<file path="src/rtl/retire_trace_buffer.sv">
`default_nettype none
// ============================================================================
// Module      : retire_trace_buffer
// Description : Retirement-trace capture unit for the pipelined 16-bit CPU.
//               Each cycle with a retire event (register write, memory read,
//               memory write, halt) is packed with its cycle stamp and queued
//               in a DEPTH-entry FIFO that a debug reader drains over a
//               valid/ready port. Also keeps cycle/instruction/drop
//               statistics, a cycle-limit watchdog, and freezes on halt.
// Ports       :
//   clk, rst_n                  clock, synchronous active-low reset
//   ev_regwrite/memread/
//   memwrite/halt               retire event flags for this cycle
//   ev_pc, ev_reg, ev_wdata,
//   ev_addr, ev_mdata           retire event fields
//   rd_valid / rd_ready         head-entry handshake (show-ahead)
//   rd_kind, rd_pc, rd_reg,
//   rd_wdata, rd_addr,
//   rd_mdata, rd_cycle          head entry, zero while empty
//   cycle_count, inst_count,
//   drop_count                  statistics
//   halted, timeout, overflow   sticky status
// Revision    : 1.0 - initial release
// ============================================================================
module retire_trace_buffer #(
   parameter int DATA_W     = 16,
   parameter int REG_W      = 4,
   parameter int DEPTH      = 16,
   parameter int CYC_W      = 32,
   parameter int MAX_CYCLES = 100000
) (
   input  logic              clk,
   input  logic              rst_n,
   input  logic              ev_regwrite,
   input  logic              ev_memread,
   input  logic              ev_memwrite,
   input  logic              ev_halt,
   input  logic [DATA_W-1:0] ev_pc,
   input  logic [REG_W-1:0]  ev_reg,
   input  logic [DATA_W-1:0] ev_wdata,
   input  logic [DATA_W-1:0] ev_addr,
   input  logic [DATA_W-1:0] ev_mdata,
   output logic              rd_valid,
   input  logic              rd_ready,
   output logic [3:0]        rd_kind,
   output logic [DATA_W-1:0] rd_pc,
   output logic [DATA_W-1:0] rd_addr,
   output logic [DATA_W-1:0] rd_wdata,
   output logic [DATA_W-1:0] rd_mdata,
   output logic [REG_W-1:0]  rd_reg,
   output logic [CYC_W-1:0]  rd_cycle,
   output logic [CYC_W-1:0]  cycle_count,
   output logic [CYC_W-1:0]  inst_count,
   output logic [CYC_W-1:0]  drop_count,
   output logic              halted,
   output logic              timeout,
   output logic              overflow
);

   localparam int PTR_W   = $clog2(DEPTH);
   localparam int ENTRY_W = 4 + REG_W + 4 * DATA_W + CYC_W;

   logic [ENTRY_W-1:0] r_mem [DEPTH];
   logic [PTR_W-1:0]   r_wrPtr;
   logic [PTR_W-1:0]   r_rdPtr;
   logic [PTR_W:0]     r_count;

   logic               w_capture;
   logic               w_event;
   logic               w_pop;
   logic               w_full;
   logic               w_push;
   logic               w_drop;
   logic               w_countsInst;
   logic               w_atLimit;
   logic [ENTRY_W-1:0] w_entry;
   logic [ENTRY_W-1:0] w_head;

   assign w_capture    = !halted && !timeout;
   assign w_event      = w_capture &&
                         (ev_regwrite || ev_memread || ev_memwrite || ev_halt);
   assign rd_valid     = (r_count != '0);
   assign w_pop        = rd_valid && rd_ready;
   assign w_full       = (r_count == (PTR_W+1)'(DEPTH));
   // A pop in the same cycle frees the slot, so a full FIFO still accepts.
   assign w_push       = w_event && (!w_full || w_pop);
   assign w_drop       = w_event && w_full && !w_pop;
   // Read-only cycles are not counted as retired instructions.
   assign w_countsInst = ev_halt || ev_regwrite || ev_memwrite;
   assign w_atLimit    = (cycle_count == CYC_W'(MAX_CYCLES));

   // Stamp is the pre-increment cycle count; unused fields are kept as seen.
   assign w_entry = {ev_halt, ev_memwrite, ev_memread, ev_regwrite,
                     ev_pc, ev_reg, ev_wdata, ev_addr, ev_mdata, cycle_count};

   // Show-ahead head, forced to zero while the FIFO is empty.
   assign w_head = rd_valid ? r_mem[r_rdPtr] : '0;
   assign {rd_kind, rd_pc, rd_reg, rd_wdata, rd_addr, rd_mdata, rd_cycle} = w_head;

   // Storage needs no reset: entries are only visible through the count.
   always_ff @(posedge clk) begin
      if (w_push) begin
         r_mem[r_wrPtr] <= w_entry;
      end
   end

   always_ff @(posedge clk) begin
      if (!rst_n) begin
         r_wrPtr <= '0;
         r_rdPtr <= '0;
         r_count <= '0;
      end else begin
         if (w_push) begin
            r_wrPtr <= r_wrPtr + PTR_W'(1);
         end
         if (w_pop) begin
            r_rdPtr <= r_rdPtr + PTR_W'(1);
         end
         if (w_push && !w_pop) begin
            r_count <= r_count + (PTR_W+1)'(1);
         end else if (w_pop && !w_push) begin
            r_count <= r_count - (PTR_W+1)'(1);
         end
      end
   end

   always_ff @(posedge clk) begin
      if (!rst_n) begin
         cycle_count <= '0;
         inst_count  <= '0;
         drop_count  <= '0;
         halted      <= 1'b0;
         timeout     <= 1'b0;
         overflow    <= 1'b0;
      end else begin
         if (w_capture) begin
            // The watchdog fires instead of advancing past the limit.
            if (w_atLimit) begin
               timeout <= 1'b1;
            end else begin
               cycle_count <= cycle_count + CYC_W'(1);
            end
         end
         if (w_event && w_countsInst) begin
            inst_count <= inst_count + CYC_W'(1);
         end
         if (w_event && ev_halt) begin
            halted <= 1'b1;
         end
         if (w_drop) begin
            overflow <= 1'b1;
            if (drop_count != '1) begin
               drop_count <= drop_count + CYC_W'(1);
            end
         end
      end
   end

endmodule
`default_nettype wire

</file>
<file path="config.mk">
export PLATFORM = sky130hd
export DESIGN_NAME = retire_trace_buffer
export DESIGN_NICKNAME = d
export VERILOG_FILES = /design/src/rtl/retire_trace_buffer.sv
export SDC_FILE = /design/constraint.sdc
export NUM_CORES = 1
export LEC_CHECK = 0
export CORE_ASPECT_RATIO = 0.7
export CORE_MARGIN = 2
export CORE_UTILIZATION = 40
export CTS_BUF_LIST = sky130_fd_sc_hd__clkbuf_4 sky130_fd_sc_hd__clkbuf_8
export DETAILED_ROUTE_END_ITERATION = 8
export PLACE_DENSITY = 0.62
export SYNTH_ARGS = -nofsm -noshare
export SYNTH_HDL_FRONTEND = slang
export SYNTH_SLANG_ARGS = --single-unit
</file>
<file path="constraint.sdc">
create_clock -name clk -period 15.4 [get_ports clk]
set_input_delay 3.08 -clock clk [delete_from_list [all_inputs] [get_ports clk]]
set_output_delay 3.08 -clock clk [all_outputs]
set_load 0.1 [all_outputs]
</file>
Word level (Yosys, flattened, before mapping):

Memories as Yosys holds them, arrays and structs flattened. A register that Yosys moved wholly into a read port is not among the register bits.
Index checks and enable logic that the tools add are counted.

* output and inout port bits: 204
* RAM bits: 1664
* bits in registers: 112
* memories kept: 1

Memories
* r_mem: depth 16, bits a word 104, rd ports 1, clocked after Yosys merged registers in 1, wr ports 1, RTL line 63 `logic [ENTRY_W-1:0] r_mem [DEPTH];`

* add/subtract/negate cells: 7
* equal/unequal tests: 3
* bitwise gates (word level): 1
* muxes and demuxes: 7
* reductions and logical operators: 26

Operator list (count)
* two-way mux 104 bit: 1
* adder 32 x 1 -> 32 bit (second input constant): 3
* equality test 32 x 17 -> 1 bit (second input constant): 1
* inequality test 32 bit (second input constant): 1
* logical AND 1 bit: 10
* two-way mux 5 bit: 2
* adder 4 x 1 -> 4 bit (second input constant): 2
* two-way mux 4 bit: 2
* logical OR 1 bit: 6
* AND reduction 2 bit: 3
* adder 5 x 1 -> 5 bit (second input constant): 1
* equality test 5 bit (second input constant): 1
* zero test 1 bit: 5
* nonzero test 5 bit: 1
* subtractor 5 x 1 -> 5 bit (second input constant): 1
* two-way mux 1 bit: 2
* nonzero test 2 bit: 1
* inverter 1 bit: 1

Logic depth before layout (Yosys ltp):

* depth after elaboration: 9
* depth in mapped cells: 12
* depth with buffers taken out: 11

Worst setup path after synthesis:

Ideal clock, no wire load.

* path kind: in2reg
* start: input port rd_ready
* end: memory r_mem[3][0] (netlist bit), enable pin
* data required time: 14.706 ns
* path buffers: 0
* path slack: 3.668 ns
* setup time: 0.694 ns
* data arrival time: 11.038 ns
* cell stages on the path: 4
* cell sequence: and2b_1 > a211oi_2 > nand2_1 > nor3_1

* cells in the longest elaborated chain, start to end: 5

RTL lines
* start, declared: RTL line 44 `input logic rd_ready,`
* logical AND 1 bit: RTL line 83 `assign w_pop = rd_valid && rd_ready;`
* logical OR 1 bit: RTL line 86 `assign w_push = w_event && (!w_full || w_pop);`
* logical AND 1 bit: RTL line 86
* net w_push: RTL line 72 `logic w_push;`
* two-way mux 1 bit: RTL line 102 `if (w_push) begin`
* two-way mux 1 bit (implied by the code): RTL line 103 `r_mem[r_wrPtr] <= w_entry;`
* end, declared: RTL line 63

The timed path passes the listed nets, and every way through them passes these cells.

==> flow_summary.json <==
{
  "finalNetCount": 3650,
  "cp_data_required_time_ns": 12.32,
  "post-synth-top-area-fraction": 0.729,
  "layout_min_cycle_time_ns": 9.12,
  "detailedRoute.firstIterationViolations": 3206,
  "grt-ovfl-total": 0,
  "std_cell_rows": 127,
  "netlist_instances": 3085,
  "post_route_cells_drive_above_1_share": 0.279,
  "slew_viol_final": 0,
  "yosys.cell_types.count": 54,
  "whs_path_depth": 2,
  "multi_input_comb_area_sq_um": 15700,
  "maxUsedRoutingLayer": "met5",
  "gpl.final_weighted_congestion": 0.740,
  "port-buffer-count": 278,
  "cts_sinks": 1780,
  "synth.area.top_cells": "edfxtp_1, mux4_2, dfxtp_1",
  "setup-violations-final": 0,
  "timing_worst_slew_pin_value_ns": 1.24,
  "first_global_vias": 34334,
  "power_leakage_nw": 24.3,
  "cts_setup_buffers": 0,
  "drt-total-wl_microns": 166000,
  "clock_tree.htree_level_count": 5,
  "main_flop_type_after_synthesis": "edfxtp_1",
  "path_clk_slew_ns": 0.06,
  "detailedRoute.firstPassIterationCount": 6,
  "final-seq-area_sq_um": 52300,
  "min-delay-path-class": "reg -> reg",
  "postSynth.asyncResetShare": 0,
  "run_status": "complete, no violations",
  "timing.setup.tns_ns": 0,
  "tritoncts_clock_tree": "done",
  "ctsRootBufferMaster": "clkbuf_8",
  "fillCellCount": 14130,
  "top_level_port_count": 279,
  "whs_ns": 0.486,
  "layout_common_cells": "edfxtp_1, mux4_2, clkbuf_8",
  "grt_first_pass_wirelength_microns": 240000,
  "drt_drc_violations_left": 0,
  "met2_wirelength_microns": 76700,
  "fp.dieArea_sq_um": 175000,
  "cts_repair_resize_count": 0,
  "maxSlewHeadroom": 0.171,
  "number_of_enable_flip_flop_cells_after_synthesis": 1664,
  "yosys.area.top_type": "edfxtp_1",
  "peakVddDrop_uv": 171,
  "fin_worst_skew_ns": 0.0786,
  "wire_per_inst_microns": 27.6,
  "placed_cell_area_sq_um": 74300,
  "cts_inserted_buffers": 288,
  "critical_path_peak_fanout": 99,
  "min_period_over_period": 0.593,
  "detail-route-antenna-nets": 0,
  "syn_avg_cell_area_sq_um": 22.2,
  "synth.ff_latch_count": 1780,
  "cp_data_arrival_time_ns": 6.04,
  "insertion_delay_ns": 1.02,
  "vias": 33398,
  "track_usage": 0.190,
  "worst_setup_path_start_kind": "register",
  "dieHeight_microns": 350,
  "fmax_ghz": 0.110,
  "post_synth_instance_area_sq_um": 68500,
  "initial_utilization": 0.401,
  "timing.setup.critical_path_class": "reg -> out",
  "synthesis.nets": 3174,
  "stdcell_area_sq_um": 79600,
  "area_growth_syn_to_layout_pct": 16.2,
  "startpoint_of_the_lowest_slack_register_to_register_path": "halted$_SDFFE_PN0P_",
  "synth_sequential_area_ratio": 0.763,
  "synth.yosys.warnings": 0,
  "wire_length_on_met1_microns": 72700,
  "worst_r2r_path_depth": 6,
  "post-route-util": 0.467,
  "viasPerCell": 5.55,
  "final_common_cell": "edfxtp_1",
  "ctsLongestPathBuffers": 4,
  "hold_viol": 0,
  "detailed_place_hpwl_microns": 80600,
  "drv.max_cap_violation_count": 0,
  "crit_end_element": "output port",
  "antenna_found_initial": 11,
  "wl_met3_microns": 13200,
  "worstHoldStart": "inst_count[31]$_SDFFE_PN0P_",
  "cts_hold_buf": 0,
  "core_sq_um": 171000,
  "grt_max_degree": 159,
  "pwr_density_cell_nw_per_um2": 175,
  "grt_setup_unrepaired": "false",
  "die-width_microns": 499
}
-- per-layer routing --
| metal | global-route usage | up-vias |
|---|---|---|
| met1 | 0.270 | 17847 |
| met4 | 0.0537 | 14 |
| li1 | - | 13962 |
| met2 | 0.289 | 1303 |
| met5 | 0 | - |
| met3 | 0.0507 | 272 |
-- where the power goes --
group          leakage (nW)  internal, mW  total (mW)  switching [mW]
registers              16.1          5.46        5.54          0.0865
clock network          2.81          2.08        3.89            1.81
logic                  5.39          1.51        4.50            2.99
total                  24.3          9.05        13.9            4.88
-- kinds of logic after synthesis --
| kind of cell | share of synthesized area |
|---|---|
| flip-flops | 0.763 |
| AO/OA/AOI/OAI | 0.00789 |
| XOR/XNOR | 0.00742 |
| AND/OR/NAND/NOR | 0.0362 |
| buffers and inverters | 0.00977 |
| adder cells (fa/ha/maj) | 0.00267 |
| multiplexers | 0.173 |
-- metrics by stage --
step / setup WS, ns / cells / total power, mW
after CTS: 6.04 / 6007 / 14.1
after global routing: 5.81 / 6012 / 14.5
after floorplan: 3.67 / 3085 / 9.06
final: 6.28 / 6014 / 13.9
after detailed placement: 7.15 / 5528 / 10.2
after global placement: 7.19 / 5528 / 10.2
-- flip-flops by register name, indices dropped and copies added, names as in the netlist, named ones only --
| signal | flops |
|---|---|
| r_mem | 1664 |
| cycle_count | 32 |
| drop_count | 32 |
| inst_count | 32 |
| r_count | 5 |
| r_rdPtr | 4 |
| r_wrPtr | 4 |
| halted | 1 |
| overflow | 1 |
| timeout | 1 |
-- critical path: stages, from the launching register on --
cell and delay, ns:
dfxtp_4 0.88, buf_12 0.58, buf_4 0.89, mux4_2 0.60
mux4_2 0.49, and2_1 0.19, clkdlybuf4s50_1 1.05
-- area by class of cell --
class | count | area share
antenna | 7 | 0.000220
clock buffer | 376 | 0.0592
clock inverter | 103 | 0.00773
inverter | 18 | 0.000864
multi-input combinational | 1132 | 0.197
sequential | 1780 | 0.657
tap | 2257 | 0.0355
timing repair buffer | 341 | 0.0431
-- Yosys cell counts (all sizes together) (2+ instances only) --
master and number:
o21ai 23, ha 13, o211ai 4, nor3 18, and3 10, nor4b 2
a21o 3, and2 108, o41ai 2, nand2b 10, mux2i 12, nand3b 2
o31ai 13, nor4 19, o311ai 2, or4 19, clkbuf 108, nand2 51
nor2 84, edfxtp 1664, a21oi 40, dfxtp 116, nand4 34, inv 18
mux4 520, a211oi 2, nor3b 2, xor2 34, buf 47, and4 13
or3 22, xnor2 24, nand3 35
-- worst paths after layout --
path,endpoint,slack (ns)
worst max-delay path,rd_cycle[30],6.28
worst min-delay path,inst_count[31]$_SDFFE_PN0P_,0.49
worst max register to register,r_mem[7][12]$_DFFE_PP_,11.35
worst min register to register,inst_count[31]$_SDFFE_PN0P_,0.49
(Power assumes the default switching activity.)
